**src/rtl/risc_mem_responder.sv**
```systemverilog
`default_nettype none
// ============================================================================
//  Module   : risc_mem_responder
//  Purpose  : Memory-side target for the proRISC CPU bus. It serves single-word
//             reads and writes from an internal RAM after a programmable number
//             of wait states. One address is decoded as an output port
//             register, and a preload port fills the RAM while the system is in
//             reset.
//  Ports    : clk, reset          - clock and synchronous active-high reset
//             rd, wr, addr, wdata - CPU request (four-phase handshake)
//             rdata, ready        - response data and one-cycle done strobe
//             err                 - sticky flag for rd and wr high together
//             io_data, io_valid   - output port register and its write pulse
//             ld_en, ld_addr,
//             ld_data             - RAM preload, honoured only during reset
//  Revision : 1.0 - initial release
// ============================================================================
module risc_mem_responder #(
   parameter int ADDR_WIDTH  = 5,
   parameter int DATA_WIDTH  = 8,
   parameter int WAIT_STATES = 1,
   parameter int IO_ADDR     = 31
) (
   input  logic                  clk,
   input  logic                  reset,
   input  logic                  rd,
   input  logic                  wr,
   input  logic [ADDR_WIDTH-1:0] addr,
   input  logic [DATA_WIDTH-1:0] wdata,
   output logic [DATA_WIDTH-1:0] rdata,
   output logic                  ready,
   output logic                  err,
   output logic [DATA_WIDTH-1:0] io_data,
   output logic                  io_valid,
   input  logic                  ld_en,
   input  logic [ADDR_WIDTH-1:0] ld_addr,
   input  logic [DATA_WIDTH-1:0] ld_data
);

   localparam int                  DEPTH     = 2 ** ADDR_WIDTH;
   localparam logic [ADDR_WIDTH-1:0] IO_SEL  = ADDR_WIDTH'(IO_ADDR);
   localparam logic [3:0]          WAIT_INIT = 4'(WAIT_STATES);

   typedef enum logic [1:0] {
      S_IDLE = 2'd0,
      S_WAIT = 2'd1,
      S_RESP = 2'd2,
      S_DONE = 2'd3
   } state_t;

   state_t                  state_q,    state_d;
   logic [3:0]              cnt_q,      cnt_d;
   logic [ADDR_WIDTH-1:0]   addr_q,     addr_d;
   logic [DATA_WIDTH-1:0]   wdata_q,    wdata_d;
   logic                    is_wr_q,    is_wr_d;
   logic [DATA_WIDTH-1:0]   rdata_q,    rdata_d;
   logic                    ready_q,    ready_d;
   logic                    err_q,      err_d;
   logic [DATA_WIDTH-1:0]   io_data_q,  io_data_d;
   logic                    io_valid_q, io_valid_d;

   logic [DATA_WIDTH-1:0]   mem_q [0:DEPTH-1];

   logic                    w_is_io;
   logic                    w_mem_we;

   assign w_is_io  = (addr_q == IO_SEL);
   assign w_mem_we = (state_q == S_RESP) && is_wr_q && !w_is_io;

   // Response outputs are computed during RESP and registered on the edge
   // that leaves it, so every output comes straight from a flop and ready is
   // visible in the first DONE cycle.
   always_comb begin
      state_d    = state_q;
      cnt_d      = cnt_q;
      addr_d     = addr_q;
      wdata_d    = wdata_q;
      is_wr_d    = is_wr_q;
      rdata_d    = '0;
      ready_d    = 1'b0;
      err_d      = err_q;
      io_data_d  = io_data_q;
      io_valid_d = 1'b0;

      case (state_q)
         S_IDLE: begin
            if (rd || wr) begin
               addr_d  = addr;
               wdata_d = wdata;
               // A collision is serviced as a write.
               is_wr_d = wr;
               cnt_d   = WAIT_INIT;
               if (rd && wr) begin
                  err_d = 1'b1;
               end
               state_d = (WAIT_STATES > 0) ? S_WAIT : S_RESP;
            end
         end

         S_WAIT: begin
            cnt_d = cnt_q - 4'd1;
            if (cnt_q <= 4'd1) begin
               state_d = S_RESP;
            end
         end

         S_RESP: begin
            ready_d = 1'b1;
            if (is_wr_q) begin
               if (w_is_io) begin
                  io_data_d  = wdata_q;
                  io_valid_d = 1'b1;
               end
            end else begin
               rdata_d = w_is_io ? io_data_q : mem_q[addr_q];
            end
            state_d = S_DONE;
         end

         S_DONE: begin
            // Wait for the requester to drop its strobe so a held request is
            // not serviced a second time.
            if (!rd && !wr) begin
               state_d = S_IDLE;
            end
         end

         default: begin
            state_d = S_IDLE;
         end
      endcase
   end

   always_ff @(posedge clk) begin
      if (reset) begin
         state_q    <= S_IDLE;
         cnt_q      <= 4'd0;
         addr_q     <= '0;
         wdata_q    <= '0;
         is_wr_q    <= 1'b0;
         rdata_q    <= '0;
         ready_q    <= 1'b0;
         err_q      <= 1'b0;
         io_data_q  <= '0;
         io_valid_q <= 1'b0;
      end else begin
         state_q    <= state_d;
         cnt_q      <= cnt_d;
         addr_q     <= addr_d;
         wdata_q    <= wdata_d;
         is_wr_q    <= is_wr_d;
         rdata_q    <= rdata_d;
         ready_q    <= ready_d;
         err_q      <= err_d;
         io_data_q  <= io_data_d;
         io_valid_q <= io_valid_d;
      end
   end

   // RAM is never cleared; during reset only the preload port may write it,
   // which also aborts any bus write that was in flight.
   always_ff @(posedge clk) begin
      if (reset) begin
         if (ld_en) begin
            mem_q[ld_addr] <= ld_data;
         end
      end else if (w_mem_we) begin
         mem_q[addr_q] <= wdata_q;
      end
   end

   assign rdata    = rdata_q;
   assign ready    = ready_q;
   assign err      = err_q;
   assign io_data  = io_data_q;
   assign io_valid = io_valid_q;

endmodule
`default_nettype wire

```
**config.mk**
```make
export PLATFORM = sky130hd
export DESIGN_NAME = risc_mem_responder
export DESIGN_NICKNAME = d
export VERILOG_FILES = /design/src/rtl/risc_mem_responder.sv
export SDC_FILE = /design/constraint.sdc
export NUM_CORES = 1
export LEC_CHECK = 0
export ABC_AREA = 1
export CORE_ASPECT_RATIO = 0.9
export CORE_MARGIN = 5
export CORE_UTILIZATION = 40
export DETAILED_ROUTE_END_ITERATION = 16
export GPL_TIMING_DRIVEN = 0
export SLEW_MARGIN = 5
export SYNTH_ARGS = -nofsm -noshare
export SYNTH_HDL_FRONTEND = slang
export SYNTH_SLANG_ARGS = --single-unit
```
**constraint.sdc**
```tcl
create_clock -name clk -period 3.7 [get_ports clk]
set_input_delay 0.74 -clock clk [delete_from_list [all_inputs] [get_ports clk]]
set_output_delay 0.74 -clock clk [all_outputs]
set_load 0.01 [all_outputs]
```
; ---- After elaboration in Yosys (flattened, before gate mapping)
; Memories as Yosys holds them, arrays and structs flattened. A register that Yosys moved wholly into a read port is not among the register bits.
; Cells that the tools add are included.
[word_totals]
ff_bits = 39
latchBits = 0
ram_bits = 256
rom_bits = 0
in_bits = 31
out_inout_bits = 19
word_cells = 60
n_memories = 1
[classes]
add_sub_neg = 1
n_mul = 0
div_mod_pow = 0
magnitude_cmp = 1
n_eq_ne = 7
n_shift = 0
n_mux = 20
n_bitwise = 2
reduce_logical = 18
[mem_list]
columns = memory, words, word_bits, read_ports, rd_clocked_by_memory_dff, wr, line_no
row1 = mem_q, 32, 8, 1, 1, 1, 62  ; logic [DATA_WIDTH-1:0] mem_q [0:DEPTH-1];
[ops]
columns = op, n
row1 = $mux W8, 2
row2 = $mux W5, 3
row3 = $mux W1, 9
row4 = $reduce_and A3 Y1, 3
row5 = $pmux W2 S4, 1
row6 = $pmux W4 S2, 1
row7 = $reduce_or A8 Y1, 1
row8 = $mux W2, 3
row9 = $ne A2 B2 Y1 const B, 3
row10 = $reduce_or A3 Y1, 2
row11 = $eq A5 B5 Y1 const B, 1
row12 = $eq A2 B2 Y1 const B, 2
row13 = $le A4 B1 Y1 const B, 1
row14 = $logic_and A1 B1 Y1, 4
row15 = $mux W4, 1
row16 = $reduce_and A2 Y1, 2
row17 = $sub A4 B1 Y4 const B, 1
row18 = $logic_not A1 Y1, 3
row19 = $eq A2 B1 Y1 const B, 1
row20 = $logic_not A2 Y1, 1
row21 = $not A1 Y1, 2
row22 = $reduce_bool A2 Y1, 1
row23 = $logic_or A1 B1 Y1, 1

; ---- Logic depth before layout (Yosys ltp)
; Gate-level depths: netlist (run 1).
[logic_depth]
word_depth = 8
depth_mapped = 12
depth_no_buf = 11

; ---- Least setup slack after synthesis (run 1)
; OpenSTA, ideal clock, no wires.
[synth_timing]
path_type = input-to-reg
start = input reset
end = memory mem_q[0][0], data pin
t_arrival_ns = 2.770
path_slack_ns = 0.476
path_stages = 6
path_buffers = 3
path_cell_list = buf_2 clkinv_1 nand3_4 buf_8 clkbuf_1 o21ai_0
[synth_between]
elab_chain_cells = 4
[synth_lines]
columns = element, line_no
row1 = from (decl), 25  ; input logic reset,
row2 = $mux W1, 163  ; if (reset) begin
row3 = $mux W1 (not written as such), 168  ; mem_q[addr_q] <= wdata_q;
row4 = $reduce_or A8 Y1 (no source line), -
row5 = $mux W8 (no source line), -
row6 = to (decl), 62
; No other way between the ends.

; ---- Worst setup path after layout (run 1)
[layout_timing]
start = register state_q[0]
end = memory mem_q[16][2] (enable)
[layout_between]
elab_chain_cells = 8
word_cells_on_any_way = 9
[layout_lines]
columns = element, line_no
row1 = from (decl), 51  ; state_t state_q, state_d;
row2 = from (signal assigned), 147  ; state_q <= state_d;
row3 = $eq A2 B2 Y1 *, 68  ; assign w_mem_we = (state_q == S_RESP) && is_wr_q && !w_is_io;
row4 = $logic_and A1 B1 Y1 * (2 in series), 68
row5 = $mux W1 *, 167  ; end else if (w_mem_we) begin
row6 = $mux W1 *, 163
row7 = $mux W1 (not written as such) *, 168
row8 = $reduce_or A8 Y1 (no source line), -
row9 = $mux W5 (no source line) / $mux W1 (equally long branches), -
; Mark *: on every way between the ends. The rest lies on a longest branch, timed or not.

==> run summary, run 1 <==
By count the netlist is led by 390 x nand2_1, 256 x edfxtp_1, 183 x nand3_1. The critical path contains buffers and inverters numbering 2 combined. The die is 180 um tall.

Average cell area after synthesis: 9.96 um^2. The part of the cycle the worst path needs works out to 0.868. Type of the setup path with the least slack: register to register. The die covers 0.0356 mm^2. Sorting the synthesized cells by area gives the leading types as edfxtp_1 60%, nand2_1 11%, nand3_1 7.2%. The final standard cell area without fillers was 0.0151 mm^2. In this run the remaining antenna-violating nets after routing total 0. For the final database, setup skew stands at 0.0204 ns. The level count of the clock H-tree was 2; the achievable frequency was 312 MHz. The most common cell type on the critical path is inv_1.

The net count of the finished layout is 1413. The flow ran to the end, and the final reports show no timing, DRC or antenna violations. edfxtp_1 takes more of the synthesized area than any other cell.

TritonCTS built the clock tree. The critical path launch point type is a register. Port buffering added 48 buffers.

Buffers inserted during clock tree synthesis total 34. For the final count of hold timing violations, the log shows 0. The sequential area share after synthesis was 0.670.

The post-cts gate resize count came out at 0. For this run, the slowest stage of the critical path takes 0.95 ns. Post-detailed-routing wire length: 34800 um.

The number of antenna diodes in the final layout is 0. The mapped netlist covers 0.0128 mm^2. At the worst endpoint, the arrival time is 3.32 ns. For the synthesis warning total, the log shows 0. The standard cell with the maximum stage delay on the critical path is nor2_1.

Buffers added to address setup during post-CTS repair amount to 0. The global-route total usage across every layer is 0.193. Counting flops with a built-in enable in the synthesized netlist gives 256.

Across the VDD grid, the largest voltage drop is 0.299 mV. The worst hold-check path type was register to register. The first global-routing pass estimated 52800 um of wire. The critical path goes through inv_1, ha_1, nand2_1, inv_1, nand3_4, o21ai_0, nand3_1, nor2_1. The clock passes through at most 3 buffers. The die outline width is 198 um, and the total negative slack for setup checks is 0 ns. The fraction of final layout cells with drive strength greater than 1 was 0.0722. The total iterations of the first detailed-routing run came out at 8.

50 I/O pins were placed. Row generation in the floorplan step produced 62 rows. The routed layout has 9260 vias. The detailed router finished its first iteration with 886 violations.

At the end of routability-driven placement, the weighted congestion stood at 0.887. The number of antenna violations at the first check in global routing was 0; the worst slew slack as a fraction of its limit was 0.309. The detail-routed via count per cell is 5.10, and the number of global-route vias before repair is 8980. Buffers inserted to repair hold after CTS numbered 0. Clock tree root driver cell: clkbuf_16.

Final critical delay including setup and external delays: 3.21 ns. The synthesized instance count was 1283; the number of clock sinks seen by CTS was 300. The proportion of synthesized flip-flops having asynchronous set or reset came out at 0. The logs give 0.403 for the initial core utilization and 0 for the final setup violation count. The insertion delay to the later sink of the worst-skew pair is 0.50 ns, and the slew of the pin with the lowest slew margin is 1.04 ns. Summed over all cells, the static leakage comes to 6.04 nW. The data required time of the worst path is 3.81 ns, and the top fanout value on the critical path is 9. The run gives 24 as the number of distinct library cells after synthesis.

The completed layout was analyzed and its total power is 9.41 mW. After clock tree synthesis, the clock-pin slew on the worst setup and hold paths is 0.06 ns. The residual overflow from global routing is 0, and the net count after synthesis is 1321. In this run the power density over the cells is 624 mW/mm^2. The family of cells with the greatest summed delay on the critical path is simple AND/OR/NAND/NOR gates. For the HPWL after detailed placement, the log shows 24300 um.

For this run, the leading register cell type out of synthesis is edfxtp_1. STA classifies the critical path endpoint as a register. Entering global routing, the biggest net connects 29 pins. The fraction of post-synthesis cell area in the top cell type by area works out to 0.601. The post-detailed-route DRC marker count is 0, and the synthesized flop and latch total is 300. Yosys instantiated no cell more often than nand2_1.

The layout-stage area growth over the synthesis result came out at 18.1%. Setup repair after global routing left no endpoint under its margin. Max-cap violations in this run came to 0. The final max-slew violation count is 0, and the post-detailed-route wirelength per cell is 19.2 um. The logs give 2894 for the number of filler cells placed in the layout and 0.0141 mm^2 for the instance area after placement. In this run the standard cell core region covers 0.0317 mm^2.
==> cell usage in the layout (no fill, tap or decap), types with 35 or more instances in the layout <==
master / n
nand2_1: 390
edfxtp_1: 256
nand3_1: 183
inv_1: 171
nor2_1: 59
clkdlybuf4s50_1: 48
dfxtp_1: 44
o21ai_0: 41
clkbuf_1: 38
clkbuf_16: 35
==> sequential cells by signal, summed over array words and instances, names as in the netlist, named ones only <==
name,count
mem_q,256
io_valid,1
ready,1
rdata,8
cnt_q,4
err,1
addr_q,5
io_data,8
wdata_q,8
state_q,2
is_wr_q,1
==> metal layers <==
metal	track usage	wire (um)	up-vias
li1	-	-	4385
met1	0.279	15100	4443
met2	0.302	16100	354
met3	0.0326	2630	78
met4	0.0544	986	0
met5	0	0	-
==> worst min-delay path: cells and delay by family, from the launching register on <==
family,cells,cell delay [ns]
AO/OA/AOI/OAI,1,0.05
buffers and inverters,1,0.05
flip-flops,1,0.31
==> cell type report <==
cell class | instances | area [um^2] | share of cell area
Buffer | 62 | 270 | 0.0179
Clock buffer | 42 | 902 | 0.0597
Clock inverter | 18 | 115 | 0.00762
Inverter | 177 | 664 | 0.0440
Multi-Input combinational cell | 744 | 3370 | 0.223
Sequential cell | 300 | 8570 | 0.567
Tap cell | 416 | 520 | 0.0345
Timing Repair Buffer | 56 | 686 | 0.0454
==> final timing paths <==
path	start	cells past startpoint	to	slack [ns]
max	state_q[0]$_SDFFE_PP0P_	8	mem_q[16][2]$_DFFE_PP_	0.49
min	err$_SDFFE_PP0P_	2	err$_SDFFE_PP0P_	0.46
max reg2reg	state_q[0]$_SDFFE_PP0P_	8	mem_q[16][2]$_DFFE_PP_	0.49
min reg2reg	err$_SDFFE_PP0P_	2	err$_SDFFE_PP0P_	0.46
==> where the power goes <==
part / switching, mW / leakage [nW] / internal [mW]
registers: 0.0671 / 2.66 / 3.82
clock network: 1.30 / 0.499 / 1.80
logic: 1.74 / 2.88 / 0.685
==> metrics by stage <==
step                 util  hold WS, ns  instances  setup WS, ns
floorplan               -        0.436       1283         0.476
global placement    0.434        0.447       1747         -2.64
detailed placement  0.444        0.451       1755         0.269
CTS                 0.476        0.468       1815         0.562
global route        0.476        0.485       1815         0.365
finish              0.476        0.460       1815         0.490
==> kinds of logic after synthesis <==
kind of cell / synth area share
buffers and inverters: 0.0731
AOI/OAI and AO/OA: 0.0369
and+or+nand+nor: 0.213
adders and majority gates: 0.00685
DFF: 0.670
Power figures use the tool's default switching activity.
==> inputs of run 2 (changes only) <==
Settings changed: CORE_MARGIN 5 to 3, PLACE_DENSITY from default to 0.59.
==> run 2 against run 1 <==
Die area is 4.2% lower. First-iteration DRC count is 14% lower. Via count is 1.8% lower. Final cell count is 0.44% lower. Largest cell class unchanged. Fmax is 3.4% higher. Highest routed layer unchanged. Worst hold slack worse by 0.0082 ns. Critical path depth stayed put. Sequential power hardly changed.
==> run summary, run 2 (synthesis gave the netlist of run 1 again) <==
The tools report the total area of multi-input combinational cells as 0.00337 mm^2 (unchanged). The maximum number of pins on one net before global-route repair is 33 (+14%), and the instance area after placement is 0.0141 mm^2 (about the same). For the post-detailed-route count of antenna-violating nets, the log shows 0 (unchanged). The number of buffers inserted by post-CTS setup repair is 0 (unchanged), and the TritonCTS buffer count is 34 (unchanged). The static power due to leakage was 6.05 nW (+0.15%); the data required time of the worst path was 3.83 ns (+0.02 ns). The top fanout value on the critical path was 9 (unchanged); the layout-stage area growth over the synthesis result was 18.1% (about the same). For the setup clock skew after layout, the log shows 0.0235 ns (+0.00312 ns).

The tools report the buffer levels on the longest clock path as 3 (unchanged). The count of cells along the worst hold path is 2 (unchanged). The run gives 0.410 (+0.00661) as the initial core utilization. Clock tree synthesis selected as its root buffer the cell clkbuf_16. The logs give 34300 um (-1.5%) for the post-detailed-routing wire length and 0.59 ns (+0.11 ns) for the minimum setup slack among reg-to-reg paths. The tools report the area used by sequential logic in the layout as 0.00857 mm^2 (unchanged). Row count: 61 (-1.6%). The path class of the tightest hold or removal check is register to register.

The tools report the number of global-route vias before repair as 8707 (-3.0%). The run finished with clean final reports. The fraction of final layout cells with drive strength greater than 1 came out at 0.0730 (+0.000767). The slew of the pin with the lowest slew margin was 1.06 ns (+0.0270 ns).

Among the stages of the critical path, the cell type that occurs most often is inv_1. The max-cap violation count was 0 (unchanged); the die outline width was 194 um (-2.0%). For the final weighted congestion in routability-driven placement, the log shows 0.889 (+0.17%).

The total stage count of the critical path was 8 (unchanged). The run gives 758 (-14%) as the number of violations reported at the end of detailed-routing iteration 0. Total number of vias: 9093 (-1.8%). Setup repair after global routing left no endpoint under its margin. For the number of clock sinks seen by CTS, the log shows 300 (unchanged).

The kind of end point of the critical path was a register. The slowest stage of the critical path belongs to the cell nor2_1. The part of the cycle the worst path needs is 0.839 (-0.0284), and the final count of hold timing violations is 0 (unchanged).

The register containing the most flip-flops in the final layout is mem_q. Total iterations of the first detailed-routing run: 5 (-3). The post-detailed-route wirelength per cell was 19.0 um (-1.0%); the overall power after layout was 9.39 mW (-0.21%). The startpoint identified for the worst register-to-register timing path is state_q[0]$_SDFFE_PP0P_.

The arrival time at the worst endpoint was 3.24 ns (-0.08 ns); the final setup violation count was 0 (unchanged). The logs give 2 (unchanged) for the level count of the clock H-tree and 0 (unchanged) for the final max-slew violation count. The logs give 1748 (-0.40%) for the number of cells in the design after placement and 0 (unchanged) for the number of buffers inserted by hold repair at cts. Leaving out fill and tap cells, the most frequent cell in the layout is nand2_1. The delay of the slowest cell on the worst path came out at 0.88 ns (-0.07 ns). The height of the die works out to 176 um (-2.2%). STA classifies the critical path startpoint as a register. The library cells used most frequently in the layout, excluding fill and tap cells, are 390 x nand2_1, 256 x edfxtp_1, 183 x nand3_1.

The run gives 51700 um (-2.1%) as the first-pass GRT wire length. The tools report the worst hold margin as 0.452 ns (-0.00816 ns). Residual overflow from global routing: 0 (unchanged). The tools report the worst slew slack as a fraction of its limit as 0.291 (-0.0180). The logs give 0.0341 mm^2 (-4.2%) for the area enclosed by the die boundary and 0 (unchanged) for the number of antenna violations at the first check in global routing. For the number of filler cells placed in the layout, the log shows 2846 (-1.7%). The run gives 1413 (unchanged) as the layout net count.

TritonCTS built the clock tree. The detail-routed via count per cell was 5.03 (-1.4%). The flip-flop count of the largest register after layout was 256 (unchanged). Hold path startpoint: err$_SDFFE_PP0P_. The final standard cell count with taps included and fillers excluded is 1807 (-0.44%). The global-route total usage across every layer came out at 0.199 (+0.00634). The HPWL after detailed placement is 24200 um (-0.37%), and the final critical delay including setup and external delays is 3.11 ns (-0.105 ns).

The maximum vdd drop is 0.339 mV (+13%), and the achievable frequency is 322 MHz (+3.4%). Among cell families on the critical path, the largest total delay comes from simple AND/OR/NAND/NOR gates. Traced cell by cell, the critical path runs through inv_1, ha_1, nand2_1, inv_1, nand3_4, o21ai_0, nand3_1, nor2_1. The run gives 0.0312 mm^2 (-1.6%) as the area of the placeable core.

The power density of the placed cells is 622 mW/mm^2 (-0.24%). The worst setup path is of the register to register kind. The worst register-to-register path ends at mem_q[20][7]$_DFFE_PP_. The number of top-level pins came out at 50 (unchanged). The insertion delay to the later sink of the worst-skew pair was 0.52 ns (+0.02 ns); the port buffer count was 48 (unchanged). The run gives 0 (unchanged) as the post-detailed-route DRC marker count. The post-cts gate resize count was 0 (unchanged); the clock-pin transition on the worst setup and hold timing paths was 0.06 ns (about the same). For hold timing, the worst endpoint is err$_SDFFE_PP0P_. The number of cells on the worst reg-to-reg path came out at 8 (unchanged). The logs give 0 ns (unchanged) for the total negative slack for setup checks and 0 (unchanged) for the diode insertion count for antenna repair. The worst path buffer plus inverter count was 2 (unchanged); the final standard cell area without fillers was 0.0151 mm^2 (about the same).
[run 2: power breakdown]
group / switching (mW) / total [mW] / internal (mW) / leakage [nW]
combinational: 1.72 / 2.41 / 0.687 / 2.88
clock: 1.29 / 3.11 / 1.81 / 0.504
sequential: 0.0651 / 3.88 / 3.82 / 2.66
total: 3.07 / 9.39 / 6.32 / 6.05
[run 2: worst max path at each step]
stage,startpoint,end,slack (ns)
global route,state_q[0]$_SDFFE_PP0P_,mem_q[20][7]$_DFFE_PP_,0.43
detailed placement,reset,mem_q[20][7]$_DFFE_PP_,0.34
global placement,reset,mem_q[10][4]$_DFFE_PP_,-2.29
CTS,state_q[0]$_SDFFE_PP0P_,mem_q[4][6]$_DFFE_PP_,0.65
floorplan,reset,mem_q[0][0]$_DFFE_PP_,0.48
finish,state_q[0]$_SDFFE_PP0P_,mem_q[20][7]$_DFFE_PP_,0.59
[run 2: per-stage QoR]
| stage | worst slack [ns] | utilization |
|---|---|---|
| 5_1_grt | 0.431 | 0.484 |
| 4_1_cts | 0.648 | 0.484 |
| 3_5_place_dp | 0.343 | 0.451 |
| 2_1_floorplan | 0.476 | - |
| 3_3_place_gp | -2.29 | 0.441 |
| 6_report | 0.595 | 0.484 |
[run 2: tightest hold or removal path, delay by kind of cell (launching register included)]
family                 cells  cell delay, ns
buffers and inverters      1            0.05
flip-flops                 1            0.31
AO/OA/AOI/OAI              1            0.05
[run 2: final cells by class]
type                    instances  share of cell area
multi-input cells             744               0.223
inverters                     177              0.0440
well taps                     409              0.0339
repair buffers                 56              0.0459
clock buffers                  46              0.0635
flip-flops and latches        300               0.567
clock inverters                13             0.00423
plain buffers                  62              0.0179
[run 2: routing by layer]
layer,global-route usage,part of all wire,vias up
li1,-,-,4392
met1,0.287,0.45,4351
met2,0.316,0.46,291
met3,0.0286,0.061,59
met4,0.0580,0.024,0
met5,0,0,-
==> edit 1 (config.mk and constraints of run 1) <==
Make the reset (`reset`) asynchronous in one clocked block. Comments in the files are not updated.
--- a/src/rtl/risc_mem_responder.sv
+++ b/src/rtl/risc_mem_responder.sv
@@ -132,5 +132,5 @@
    end
 
-   always_ff @(posedge clk) begin
+   always_ff @(posedge clk or posedge reset) begin
       if (reset) begin
          state_q    <= S_IDLE;
Check against the original RTL: differs if reset is asserted again (counterexample within 4 cycles, from zero or initial values and one cycle with reset high); with reset held inactive, the same outputs for 4 cycles.
==> edit 1 against run 1 <==
Sequential cell count is 5 lower. Maximum frequency is 0.74% lower. Hold slack better by 22 ps. Register-to-register slack better by 110 ps. Final cell count is 2.3% lower. Die area is 0.23% lower. Count of clock-buffer cells in the layout is 1 lower. Design area is 0.81% lower. Largest power group is now combinational logic. Worst setup slack worse by 24 ps. Synthesized area is 0.24% lower. Global-route usage is 0.75 points higher. Wire length is 2.7% higher. Power is 20% higher.
==> edit 1: results <==
group,metric,value,unit
place,port_buffers,49,
global_route,met1_usage,28.4,%
logic_synthesis,yosysSeqAreaShare,67.9,%
finish,final_net_count,1372,
logic_synthesis,synthTopCellsByCount,"443 x nand2_1, 256 x edfxtp_1, 159 x nand3_1",
clock_network,htreeDepth,1,
detailed_routing,route.met2.wl,16300,um
detailed_routing,routed_wl,35800,um
clock_network,insertion_delay,550,ps
detailed_routing,met3_length,2770,um
min_path,min_path_type,"reg2reg",
critical_path,critPathTopFamily,"simple AND/OR/NAND/NOR gates",
detailed_routing,viasPerCell,5.09,
place,routabilityCongestion,0.974,
global_route,grt_pass1_vias,8571,
logic_synthesis,yosys-top-cells-area,"edfxtp_1 60%, nand2_1 13%, dfrtp_1 7.7%, nand3_1 6.2%, inv_1 3.9%",
timing,fin_crit,3230,ps
detailed_routing,dr.first_iter.drc_count,914,
min_path,whs_path_depth,1,
timing,skew,17.6,ps
critical_path,rr_worst_depth,7,
finish,drive_gt1_share,7.95,%
critical_path,max_stage_delay,810,ps
logic_synthesis,yosysUniqueCellTypes,29,
detailed_routing,firstDrtPassIters,6,
critical_path,crit_fanout,40,
global_route,grt_first_pass_wirelength,52800,um
place,placed_cell_area,14000,um2
detailed_routing,top_layer_used,"met4",
place,dp_hpwl,24500,um
logic_synthesis,async_flop_share,13.2,%
power,peakVddDrop,0.000550,V
detailed_routing,met1Wirelength,15500,um
global_route,globalRouteMet3Util,3.23,%
timing,slew_headroom,35.9,%
critical_path,slowest_stage,"nor2_1",
logic_synthesis,synth_ff_type,"edfxtp_1",
global_route,grt_usage,20.0,%
global_route,grt_max_degree,41,
global_route,met2_usage,32.2,%
logic_synthesis,syn_nets,1283,
clock_network,numCtsBuffers,30,
run_status,outcome,"finished, final reports clean",
power,leakagePower,6.12,nW
-- edit 1: cell types whose count changed in the layout (fill, tap and decap cells not counted), sizes merged, moves of 21 or more --
cell   delta
nand2    +49
dfxtp    -44
inv      -42
dfrtp    +39
a21oi    -25
nand3    -21
-- edit 1: path summary, 6_finish.rpt --
kind	start	to	slack (ps)
setup reg to reg	state_q[0]	mem_q[28][0]	600
min in group asynchronous	reset	wdata_q[1]	600
hold / removal	err	err	480
hold reg to reg	err	err	480
max in group asynchronous	reset	rdata[1]	2890
setup / recovery	reset	mem_q[28][0]	470
-- edit 1: cell families after synthesis --
group / count (synthesis) / synth area share (%)
buffers and inverters: 197 / 6.36
adders and majority gates: 7 / 0.687
DFF: 295 / 67.9
and+or+nand+nor: 670 / 21.8
AOI/OAI and AO/OA: 76 / 3.20
-- edit 1: report_power, final --
part | internal, W | leakage [nW] | switching [W] | total, W
Sequential | 0.00400 | 2.81 | 0.000109 | 0.00410
Combinational | 0.00120 | 2.85 | 0.00305 | 0.00424
Clock | 0.00166 | 0.464 | 0.00125 | 0.00291
-- edit 1: cell type report --
class	instances	area (um2)
Multi-Input combinational cell	753	3360
Timing Repair Buffer	57	676
Tap cell	416	520
Buffer	60	292
Fill cell	2901	16800
Clock inverter	15	100
Clock buffer	41	843
Sequential cell	295	8660
Inverter	137	519
-- edit 1: metrics by stage --
stage | setup TNS [ps] | std cells | power [W] | hold WS (ps) | setup slack [ps]
2_1_floorplan | -63790 | 1245 | 0.00656 | 493 | -249
3_3_place_gp | -1112770 | 1710 | 0.00819 | 449 | -3690
3_5_place_dp | -2240 | 1718 | 0.00834 | 474 | -72.6
4_1_cts | 0 | 1774 | 0.0112 | 488 | 499
5_1_grt | 0 | 1774 | 0.0118 | 530 | 384
6_report | 0 | 1774 | 0.0113 | 482 | 466
==> edit 2 (flow settings as in run 1) <==
Without the edit above. The parameter `DATA_WIDTH` goes from 8 to 6.
--- a/src/rtl/risc_mem_responder.sv
+++ b/src/rtl/risc_mem_responder.sv
@@ -18,5 +18,5 @@
 module risc_mem_responder #(
    parameter int ADDR_WIDTH  = 5,
-   parameter int DATA_WIDTH  = 8,
+   parameter int DATA_WIDTH  = 6,
    parameter int WAIT_STATES = 1,
    parameter int IO_ADDR     = 31
Interface: changed (resized io_data, ld_data, rdata and wdata); port bits go from 50 to 42. No check against the original RTL was run, so the function may have changed too.
==> edit 2 against run 1 <==
Non-clock buffer count fell by 25. Global-route usage fell by 1.2 points. Power fell by 24%. Wire length fell by 26%. Design area fell by 23%. Synthesized cell count fell by 22%. Sequential cell count fell by 70. Sequential share of layout area fell by 0.66 points. First-iteration DRC count fell by 20%. Worst setup slack improved by 300 ps. Hold slack got worse by 7.3 ps. Synthesized area fell by 23%. Core utilization rose by 0.39 points. Largest power group unchanged.
==> edit 2: results <==
group,metric,value,unit
clock_network,numCtsBuffers,24,
detailed_routing,routed_wl,25600,um
critical_path,endpoint,"mem_q[2][0]",
critical_path,max_stage_delay,680,ps
min_path,min_path_type,"reg2reg",
logic_synthesis,yosysSeqAreaShare,66.2,%
logic_synthesis,async_flop_share,0,%
timing,hold_ws,452,ps
run_status,outcome,"finished, final reports clean",
power,leakagePower,4.66,nW
logic_synthesis,synth_compound_area_share,3.98,%
global_route,grt_max_degree,33,
clock_network,insertion_delay,530,ps
timing,skew,28.2,ps
logic_synthesis,synth-edff-count,192,
logic_synthesis,syn_nets,1040,
place,dp_hpwl,17900,um
logic_synthesis,synth_fa_ha_area_share,0.888,%
finish,final_net_count,1112,
timing,fin_crit,2910,ps
place,pre_cts_ws,571,ps
logic_synthesis,synthTopCellsByCount,"300 x nand2_1, 192 x edfxtp_1, 139 x nand3_1",
logic_synthesis,synth_mux_area_share,0,%
critical_path,cp-start-kind,"flop",
finish,num_antenna_cells,0,
critical_path,rr_startpoint,"state_q[0]",
critical_path,critPathTopFamily,"simple AND/OR/NAND/NOR gates",
place,port_buffers,40,
clock_network,cts.repair.resized,0,
logic_synthesis,yosys-top-cells-area,"edfxtp_1 58%, nand2_1 11%, dfxtp_1 7.7%, nand3_1 7.1%, inv_1 5.1%",
critical_path,reg2reg_slack,790,ps
power,peakVddDrop,0.000293,V
min_path,worstHoldStart,"err",
global_route,grt_first_pass_wirelength,39200,um
global_route,antenna_found_initial,0,
logic_synthesis,yosysWarningCount,0,
critical_path,crit_fanout,8,
logic_synthesis,synth_xor_area_share,0,%
finish,largest_register_ffs,192,
global_route,grt_pass1_vias,6806,
finish,drive_gt1_share,6.75,%
timing,tightest_slew,869,ps
logic_synthesis,yosysUniqueCellTypes,25,
critical_path,slowest_stage,"nor2_1",
timing,slew_violations,0,
finish,top_register,"mem_q",
place,routabilityCongestion,0.877,
detailed_routing,dr.first_iter.drc_count,705,
critical_path,crit_arrival,3050,ps
clock_network,cts-root-buf,"clkbuf_16",
logic_synthesis,synth_ff_type,"edfxtp_1",
global_route,grt_usage,18.1,%
clock_network,htreeDepth,1,
detailed_routing,viasPerCell,5.04,
detailed_routing,firstDrtPassIters,5,
==> edit 2: final cells by class <==
class / count / area, um2
clock inverters: 4 / 32.5
repair buffers: 46 / 558
fillers: 2255 / 12600
plain buffers: 47 / 200
multi-input cells: 589 / 2680
clock buffers: 40 / 732
flip-flops and latches: 230 / 6530
inverters: 140 / 526
well taps: 308 / 385
==> edit 2: metal layers <==
metal / GRT usage, % / part of all wire [%]
met5: 0 / 0
met4: 5.14 / 2.9
met3: 2.80 / 7.3
met2: 28.8 / 46
met1: 26.0 / 44
==> edit 2: stage by stage <==
| stage | cell area (um2) | cells | utilization, % | power [W] |
|---|---|---|---|---|
| after global placement | 10600 | 1354 | 43.9 | 0.00481 |
| after detailed placement | 10900 | 1360 | 44.8 | 0.00487 |
| after CTS | 11600 | 1404 | 48.0 | 0.00719 |
| after floorplan | 9860 | 1006 | - | 0.00417 |
| after global routing | 11600 | 1404 | 48.0 | 0.00751 |
| final | 11600 | 1404 | 48.0 | 0.00716 |
==> edit 2: power by group <==
part           internal, W  switching (W)  total, W
clock              0.00135       0.000984   0.00233
combinational     0.000538        0.00129   0.00183
sequential         0.00293      0.0000706   0.00301
==> edit 2: worst register-to-register path, cell delays in order (launching register included) <==
cell     delay [ps]
dfxtp_1         330
inv_1           120
ha_1            220
nand2_1          70
inv_1           140
nand3_4         130
o21ai_0         290
nand3_1         560
nor2_1          690
==> edit 2: logic make-up after synthesis <==
group,Yosys count
simple gates,508
flops,230
buf+inv,187
compound gates,74
fa+ha+maj,7
